File: src/rtl/cascade_sequencer_pkg.sv
`default_nettype none
// ============================================================================
// Module      : cascade_sequencer_pkg
// Description : Shared FSM states, data-byte codes and default ID width for
//               the INTA cascade sequencer.
// Revision    : 1.0 - initial release
// ============================================================================
package cascade_sequencer_pkg;

    localparam int DEFAULT_ID_W = 3;

    typedef enum logic [2:0] {
        IDLE = 3'd0,
        P1   = 3'd1,
        GAP1 = 3'd2,
        P2   = 3'd3,
        GAP2 = 3'd4,
        P3   = 3'd5
    } state_t;

    localparam logic [1:0] BYTE_CALL = 2'd0;
    localparam logic [1:0] BYTE_LO   = 2'd1;
    localparam logic [1:0] BYTE_HI   = 2'd2;

endpackage
`default_nettype wire

File: src/rtl/cascade_sequencer_prio_enc.sv
`default_nettype none
// ============================================================================
// Module      : prio_enc
// Description : Lowest-set-bit priority encoder; o_any flags a non-empty
//               request vector.
// Revision    : 1.0 - initial release
// ============================================================================
module prio_enc #(
    parameter  int N_IR  = 8,
    localparam int IDX_W = (N_IR > 1) ? $clog2(N_IR) : 1
) (
    input  logic [N_IR-1:0]  i_req,
    output logic             o_any,
    output logic [IDX_W-1:0] o_idx
);

    // Scanning downward lets the lowest set bit be the last (winning) write.
    always_comb begin
        o_idx = '0;
        for (int i = N_IR - 1; i >= 0; i--) begin
            if (i_req[i]) begin
                o_idx = IDX_W'(i);
            end
        end
    end

    assign o_any = |i_req;

endmodule
`default_nettype wire

File: src/rtl/cascade_sequencer.sv
`default_nettype none
// ============================================================================
// Module      : cascade_sequencer
// Description : 8259-style INTA cycle sequencer: tracks acknowledge pulses,
//               drives the CAS bus as master and selects the data byte owner.
// Revision    : 1.0 - initial release
// ============================================================================
module cascade_sequencer
    import cascade_sequencer_pkg::*;
#(
    parameter  int ID_W = DEFAULT_ID_W,
    localparam int N_IR = 2**ID_W
) (
    input  logic            clk,
    input  logic            reset,
    input  logic            inta_n,
    input  logic            mode_8086,
    input  logic            sngl,
    input  logic            buffered,
    input  logic            buf_ms,
    input  logic            sp_n,
    input  logic [N_IR-1:0] icw3,
    input  logic [N_IR-1:0] isr_sel,
    input  logic [ID_W-1:0] cas_in,
    output logic [ID_W-1:0] cas_out,
    output logic            cas_oe,
    output logic            en_n,
    output logic            send_vector,
    output logic [1:0]      byte_sel,
    output logic            cycle_done
);

    state_t            r_state;
    state_t            w_state_next;
    logic              r_inta_q;
    logic              r_mode_8086;
    logic              r_hit;
    logic [ID_W-1:0]   r_idx;
    logic              r_sel;
    logic              r_send_vector;
    logic [1:0]        r_byte_sel;
    logic              r_cycle_done;

    logic              w_fall;
    logic              w_rise;
    logic              w_start;
    logic              w_is_master;
    logic              w_owner;
    logic              w_mode_8086;
    logic              w_hit;
    logic [ID_W-1:0]   w_idx;
    logic              w_cas_active;
    logic              w_send_next;
    logic [1:0]        w_byte_next;

    prio_enc #(
        .N_IR (N_IR)
    ) u_prio_enc (
        .i_req (isr_sel & icw3),
        .o_any (w_hit),
        .o_idx (w_idx)
    );

    assign w_fall      = r_inta_q & ~inta_n;
    assign w_rise      = ~r_inta_q & inta_n;
    assign w_start     = (r_state == IDLE) && w_fall;
    assign w_is_master = sngl | (buffered ? buf_ms : sp_n);
    assign w_owner     = w_is_master ? (sngl | ~r_hit) : r_sel;
    // The first pulse is decoded before the mode latch has loaded.
    assign w_mode_8086 = w_start ? mode_8086 : r_mode_8086;

    always_ff @(posedge clk) begin
        if (reset) begin
            r_state <= IDLE;
        end else begin
            r_state <= w_state_next;
        end
    end

    always_comb begin
        w_state_next = r_state;
        w_send_next  = 1'b0;
        w_byte_next  = BYTE_CALL;
        case (r_state)
            IDLE:    if (w_fall) w_state_next = P1;
            P1:      if (w_rise) w_state_next = GAP1;
            GAP1:    if (w_fall) w_state_next = P2;
            P2:      if (w_rise) w_state_next = r_mode_8086 ? IDLE : GAP2;
            GAP2:    if (w_fall) w_state_next = P3;
            P3:      if (w_rise) w_state_next = IDLE;
            default: w_state_next = IDLE;
        endcase
        // Outputs follow the state being entered so they register with it.
        case (w_state_next)
            P1: begin
                if (!w_mode_8086 && w_is_master) begin
                    w_send_next = 1'b1;
                    w_byte_next = BYTE_CALL;
                end
            end
            P2: begin
                if (w_owner) begin
                    w_send_next = 1'b1;
                    w_byte_next = BYTE_LO;
                end
            end
            P3: begin
                if (w_owner) begin
                    w_send_next = 1'b1;
                    w_byte_next = BYTE_HI;
                end
            end
            default: begin
                w_send_next = 1'b0;
                w_byte_next = BYTE_CALL;
            end
        endcase
    end

    always_ff @(posedge clk) begin
        if (reset) begin
            r_inta_q      <= 1'b1;
            r_mode_8086   <= 1'b0;
            r_hit         <= 1'b0;
            r_idx         <= '0;
            r_sel         <= 1'b0;
            r_send_vector <= 1'b0;
            r_byte_sel    <= BYTE_CALL;
            r_cycle_done  <= 1'b0;
        end else begin
            r_inta_q <= inta_n;
            if (w_start) begin
                r_mode_8086 <= mode_8086;
                r_hit       <= w_hit;
                r_idx       <= w_idx;
                r_sel       <= (cas_in == icw3[ID_W-1:0]);
            end
            r_send_vector <= w_send_next;
            r_byte_sel    <= w_byte_next;
            r_cycle_done  <= (r_state != IDLE) && (w_state_next == IDLE);
        end
    end

    assign w_cas_active = (r_state != IDLE) && w_is_master && !sngl && r_hit;
    assign cas_oe       = w_cas_active;
    assign cas_out      = w_cas_active ? r_idx : '0;
    assign send_vector  = r_send_vector;
    assign byte_sel     = r_byte_sel;
    assign en_n         = buffered ? ~r_send_vector : 1'b1;
    assign cycle_done   = r_cycle_done;

endmodule
`default_nettype wire

File: config.mk
export PLATFORM = sky130hd
export DESIGN_NAME = cascade_sequencer
export DESIGN_NICKNAME = d
export VERILOG_FILES = /design/src/rtl/cascade_sequencer_pkg.sv /design/src/rtl/cascade_sequencer_prio_enc.sv /design/src/rtl/cascade_sequencer.sv
export SDC_FILE = /design/constraint.sdc
export NUM_CORES = 1
export LEC_CHECK = 0
export BUFFER_PORTS_ARGS = -buffer_cell sky130_fd_sc_hd__buf_4
export CAP_MARGIN = 20
export CORE_ASPECT_RATIO = 0.7
export CORE_MARGIN = 10
export CORE_UTILIZATION = 41
export DETAILED_ROUTE_END_ITERATION = 8
export PLACE_DENSITY = 0.75
export REMOVE_ABC_BUFFERS = 1
export SYNTH_ARGS = -nofsm -noshare
export SYNTH_HDL_FRONTEND = slang
export SYNTH_SLANG_ARGS = --single-unit
File: constraint.sdc
create_clock -name clk -period 1.36 [get_ports clk]
set_input_delay 0.204 -clock clk [delete_from_list [all_inputs] [get_ports clk]]
set_output_delay 0.204 -clock clk [all_outputs]
set_load 0.005 [all_outputs]
Word-level counts from Yosys, hierarchy flattened
Cells that the tools add are included.
{"block": "classes", "eq_ne": 9, "n_mux": 27, "bitwise_logic": 9, "n_reduce_logical": 13}
{"operator": "$mux 3", "n": 16}
{"operator": "$pmux 3 s6", "n": 1}
{"operator": "$eq 3x2->1 const B", "n": 3}
{"operator": "$eq 3x3->1 const B", "n": 3}
{"operator": "$and 8x8->8", "n": 1}
{"operator": "$reduce_or 8->1", "n": 1}
{"operator": "$mux 1", "n": 7}
{"operator": "$eq 3x1->1 const B", "n": 2}
{"operator": "$logic_and 1x1->1", "n": 6}
{"operator": "$logic_not 3->1", "n": 2}
{"operator": "$not 1->1", "n": 4}
{"operator": "$pmux 2 s2", "n": 1}
{"operator": "$eq 3x3->1", "n": 1}
{"operator": "$reduce_bool 3->1", "n": 1}
{"operator": "$and 1x1->1", "n": 2}
{"operator": "$logic_not 1->1", "n": 2}
{"operator": "$mux 2", "n": 1}
{"operator": "$or 1x1->1", "n": 2}
{"operator": "$pmux 1 s2", "n": 1}
{"operator": "$reduce_or 2->1", "n": 1}
{"block": "totals", "elab_cells": 67, "register_bits": 14, "in_bits": 27}

Logic depth before layout (Yosys ltp)
{"block": "depth", "ltp_word": 9, "ltp_mapped": 6, "mapped_depth_nobuf": 4}

Hierarchy
A second synthesis with hierarchy kept.
{"block": "hier_totals", "hier_cells": 88, "area_unflattened_um2": 775.7}
{"mod": "cascade_sequencer", "seq_area_each_um2": 280.3, "cells_per_inst": 75, "area_each_um2": 694.4, "n_inst": 1}
{"mod": "prio_enc", "seq_area_each_um2": 0.0, "cells_per_inst": 13, "area_each_um2": 81.3, "n_inst": 1}

Worst setup path after synthesis
No wires, ideal clock.
{"block": "synth_path", "path_type": "reg-to-reg", "start": "reg r_state[1]", "end": "reg r_mode_8086", "t_required_ps": 1233, "setup_time_ps": 127, "setup_slack_ps": -130, "n_path_buf": 2, "period_less_slack_ps": 1490, "t_arrival_ps": 1364, "path_stages_with_launch": 7, "path_cell_list": "dfxtp_1 buf_6 nor3_2 and3b_1 buf_6 mux2_4 nor2b_4"}
{"block": "synth_via", "elab_chain_cells": 3}
{"element": "start: declaration", "line": "cascade_sequencer.sv:33", "text": "state_t r_state;"}
{"element": "start signal: assignment", "line": "cascade_sequencer.sv:76", "text": "r_state <= w_state_next;"}
{"element": "$logic_not 3->1", "line": "cascade_sequencer.sv:66", "text": "assign w_start = (r_state == IDLE) && w_fall;"}
{"element": "$logic_and 1x1->1", "line": "cascade_sequencer.sv:66"}
{"element": "$mux 1"}
{"element": "end signal: assignment", "line": "cascade_sequencer.sv:133", "text": "r_mode_8086 <= mode_8086;"}
{"element": "end: declaration", "line": "cascade_sequencer.sv:36", "text": "logic r_mode_8086;"}
Every way passes these cells.
A chain may end at the register's enable or synchronous reset.

Final worst setup path
{"block": "layout_path", "start": "reg r_state[0]", "end": "out cas_out[0]"}
{"block": "layout_via", "elab_chain_cells": 5}
{"element": "$reduce_bool 3->1", "line": "cascade_sequencer.sv:144", "text": "assign w_cas_active = (r_state != IDLE) && w_is_master && !sngl && r_hit;"}
{"element": "$logic_and 1x1->1 (3 in a row)", "line": "cascade_sequencer.sv:144"}
{"element": "$mux 3", "line": "cascade_sequencer.sv:146", "text": "assign cas_out = w_cas_active ? r_idx : '0;"}
{"element": "end: declaration", "line": "cascade_sequencer.sv:25", "text": "output logic [ID_W-1:0] cas_out,"}
Every way passes these cells.

==> results.md <==
| Metric | This run | Unit |
|---|---|---|
| Count of fill cells added during filler insertion | 145 | - |
| Source of the worst register-to-register timing path | r_state[0]$_SDFF_PP0_ | - |
| Stage delay of the slowest cell on the critical path | 380 | ps |
| Share of flip-flops with an asynchronous set or reset | 0 | % |
| Fin crit period | 1482 | ps |
| Dominant combinational cell family by area after synthesis | simple AND/OR/NAND/NOR gates | - |
| Worst supply voltage drop on vdd | 718.8 | uV |
| Largest driver fanout on the critical path | 4 | - |
| Number of I/O pins | 36 | - |
| Final hold viol count | 0 | - |
| Required @ worst endpoint | 1160 | ps |
| Floorplan Core Area | 1871 | um^2 |
| Crit start category | flop | - |
| Hold Crit Endpoint | r_inta_q$_SDFF_PP1_ | - |
| Rel. slew slack | 72.94 | % |
| Portion of the clock cycle consumed by the worst path in the final layout | 108.9 | % |
| Yosys cell types | 37 | - |
| Worst hold stages | 2 | - |
| Yosys top cell by area | sky130_fd_sc_hd__dfxtp_1 | - |
| Routed length per placed instance | 15.25 | um |
| Post-synth top cells | 15 x sky130_fd_sc_hd__nand2_1, 14 x sky130_fd_sc_hd__dfxtp_1, 5 x sky130_fd_sc_hd__a21oi_1, 5 x sky130_fd_sc_hd__nor2_1 | - |
| End of the worst register-to-register path | send_vector$_SDFF_PP0_ | - |
| Final HPWL from detailed placement | 1879 | um |
| Share of the synthesized area in compound gates (AO/OA/AOI/OAI) | 22.45 | % |
| Vias in the first global route | 817 | - |
| Number of rows created at floorplan | 13 | - |
| Maximum buffer depth of the clock tree | 2 | - |
| Width of the chip | 73.07 | um |
| Pleak | 0.5142 | nW |
| Maximum number of pins on one net before global-route repair | 12 | - |
| Beginning of the worst hold path | inta_n | - |
| # DRC | 0 | - |
| Final clock skew | 1.303 | ps |
| Status | complete, but fails checks | - |
| Unrepaired setup endpoints after global routing | true | - |
| Most common cell in the synthesized netlist | sky130_fd_sc_hd__nand2_1 | - |
| Routed vias/inst | 5.281 | - |
| Worst setup path category | flop to output pin | - |
| Placement Cell Area | 1136 | um^2 |
| Fraction of final layout cells with drive strength greater than 1 | 49.62 | % |
| Internal power | 666.1 | uW |
| Die area | 4176 | um^2 |
| Cell chain of the critical path | nor3_4 > nor4b_4 > and2_1 > buf_4 | - |
| Violations in the final reports | setup timing | - |
| Share of synthesized cell area in and, or, nand and nor gates | 30.19 | % |
| # nets final | 160 | - |
| Power per cell area | 749.7 | nW/um^2 |
| P_sw | 240.0 | uW |
| Detailed-route via count | 808 | - |
| Number of buffers inserted during clock tree synthesis | 3 | - |
| Synthesized area per cell | 9.291 | um^2 |
| Final TNS setup | -582.8 | ps |
| TritonCTS clock tree | done | - |
| Sw Share | 26.49 | % |
| Vert. Die Dim | 57.15 | um |
| Ant diodes | 0 | - |
| Critical path endpoint category | output pin | - |
| Area share of xor/xnor cells in the synthesized design | 4.334 | % |
| Count of flip-flops with a built-in enable after synthesis | 0 | - |
| Initial antenna violation count | 0 | - |
| Share of the yosys chip area belonging to registers | 34.67 | % |
| Count of endpoints failing setup in the final report | 8 | - |
| Fin area | 1209 | um^2 |
| Maximum Capacitance Violations | 0 | - |
| Max-slew violation count | 0 | - |
| Multi-input gate area in the final layout | 513.0 | um^2 |
| Crit path DAT | 1280 | ps |
| First-pass iteration count of the detailed router | 4 | - |
| Share of the synthesized area in the top cell type | 34.67 | % |
| Post-Syn Instances | 87 | - |
| Final ANT Viol Nets | 0 | - |
| Most instantiated flip-flop cell in the synthesis netlist | sky130_fd_sc_hd__dfxtp_1 | - |
| Beginning of the critical path | r_state[0]$_SDFF_PP0_ | - |
| Area growth, synth to finish | 49.54 | % |
| Setup slack of the most critical reg-to-reg path | -90 | ps |
| Port Buffer Count | 35 | - |
| Area used by sequential logic in the layout | 289.0 | um^2 |
| Flop pwr share | 48.6 | % |
| First-pass GRT wire length | 3594 | um |
| Initial DRC count | 29 | - |
| Power share of the combinational group | 26.3 | % |
| Starting Density | 43.21 | % |
| Worst-Margin Slew | 405.2 | ps |
| Minimum setup slack in the final design | -121.6 | ps |
| Maximum frequency from static timing analysis | 674.9 | MHz |
| Slowest stage cell, crit path | sky130_fd_sc_hd__dfxtp_4 | - |
| Path depth of the worst reg2reg path | 5 | - |
| Hold buffer count at CTS | 0 | - |
| GRT Resource Usage Total | 10.61 | % |
| Adder-cell share of the synthesized area | 0 | % |
| Later-pin clock latency in the skew report | 270 | ps |
| Class of the tightest hold or removal check | input port to flop | - |
| H-tree Lvls | 1 | - |
| Clock-pin slew of the registers on the worst-case setup and hold paths | 80 | ps |
| Mux contribution to synthesized area | 3.251 | % |
| Top post-synthesis cells by area | sky130_fd_sc_hd__dfxtp_1 35%, sky130_fd_sc_hd__nand2_1 7.0%, sky130_fd_sc_hd__xnor2_1 4.3% | - |
| CTS Root Buffer Type | sky130_fd_sc_hd__clkbuf_4 | - |
| Routed wire length | 2334 | um |
| Seq cells post-synth | 14 | - |
| Clock network fraction of total power | 25.1 | % |
| Global-route congestion overflow total | 0 | - |
| Last weighted congestion value of the routability-driven placer | 0.7686 | - |
| Sink Count | 14 | - |
| Count of synthesis-stage warnings from yosys | 0 | - |
| Post-Syn Area | 808.3 | um^2 |
==> cell type report <==
| type | instances | share of cell area (%) |
|---|---|---|
| timing repair buffer | 46 | 29.19 |
| sequential | 14 | 23.91 |
| tap | 22 | 2.277 |
| clock buffer | 3 | 1.863 |
| multi-input combinational | 67 | 42.44 |
| inverter | 1 | 0.3106 |
==> cells in the final DEF (no fill, tap or decap), types with 2 or more instances in the layout <==
cell type and instances:
sky130_fd_sc_hd__nor3_1 3, sky130_fd_sc_hd__clkbuf_4 3, sky130_fd_sc_hd__nand2_1 15, sky130_fd_sc_hd__o211ai_1 2, sky130_fd_sc_hd__xnor2_1 4, sky130_fd_sc_hd__dfxtp_1 11
sky130_fd_sc_hd__nand4_1 4, sky130_fd_sc_hd__dfxtp_4 2, sky130_fd_sc_hd__a21oi_1 4, sky130_fd_sc_hd__nand3b_1 2, sky130_fd_sc_hd__nor2_1 5, sky130_fd_sc_hd__buf_6 2
sky130_fd_sc_hd__a32o_1 2, sky130_fd_sc_hd__and2_1 3, sky130_fd_sc_hd__buf_4 44
==> per-layer routing <==
| metal | vias up | global-route usage, % | routed length [um] | part of all wire [%] |
|---|---|---|---|---|
| met3 | 0 | 4.663 | 120 | 5.1 |
| met1 | 377 | 11.78 | 1017 | 44 |
| met4 | 0 | 0.8108 | 0 | 0 |
| met5 | - | 0 | 0 | 0 |
| li1 | 414 | - | - | - |
| met2 | 17 | 18.85 | 1196 | 51 |
==> stage by stage <==
step	std cells	total power, mW	setup slack, ps	hold WS, ps	util, %
floorplan	82	0.5499	-123.7	268.3	-
global placement	149	0.6664	-79.64	411.4	60.74
detailed placement	149	0.6725	-126.7	416.2	60.74
CTS	153	0.9110	-135.2	122.8	63.68
global route	153	0.9562	-180.8	123.3	64.62
finish	153	0.9061	-121.6	131.6	64.62
==> critical path: cells and delay by family (launching register included) <==
family                 cells  cell delay [ps]
and+or+nand+nor            3              520
buffers and inverters      1              110
DFF                        1              380
==> state kept, by name (all words and copies together) (netlist names) <==
| register | cells |
|---|---|
| byte_sel | 2 |
| cycle_done | 1 |
| r_hit | 1 |
| r_idx | 3 |
| r_inta_q | 1 |
| r_mode_8086 | 1 |
| r_sel | 1 |
| r_state | 3 |
| send_vector | 1 |
==> power by group through the flow <==
stage / clock network (mW) / logic (mW) / registers, mW
6_report: 0.228 / 0.239 / 0.440
3_3_place_gp: 0 / 0.217 / 0.450
5_1_grt: 0.256 / 0.258 / 0.442
4_1_cts: 0.238 / 0.232 / 0.442
3_5_place_dp: 0 / 0.222 / 0.451
2_1_floorplan: 0 / 0.0999 / 0.450
==> logic make-up (layout without fill, tap and decap cells) <==
| logic type | after synthesis | count (layout) |
|---|---|---|
| compound gates | 19 | 19 |
| xor+xnor | 4 | 4 |
| buf+inv | 6 | 50 |
| flops | 14 | 14 |
| mux | 2 | 2 |
| simple gates | 42 | 42 |
==> how the worst max path moves through the flow <==
stage                                         to  slack [ps]  cells after the start
after detailed placement              cas_out[0]        -130                      6
after global placement                cas_out[0]         -80                      6
final                                 cas_out[0]        -120                      4
after floorplan           r_mode_8086$_SDFF_PP0_        -120                      4
after CTS                             cas_out[0]        -140                      4
after global routing                  cas_out[0]        -180                      4
==> what timing repair did <==
action / 4_1_cts / 5_1_grt
gates resized for setup: 7 / 5
setup endpoints to repair: 7 / 11
buffers inserted: 1 / 0
hold endpoints to repair: 0 / 0
pin swaps: 2 / 7
No activity file was read; power rests on OpenSTA's default activity.
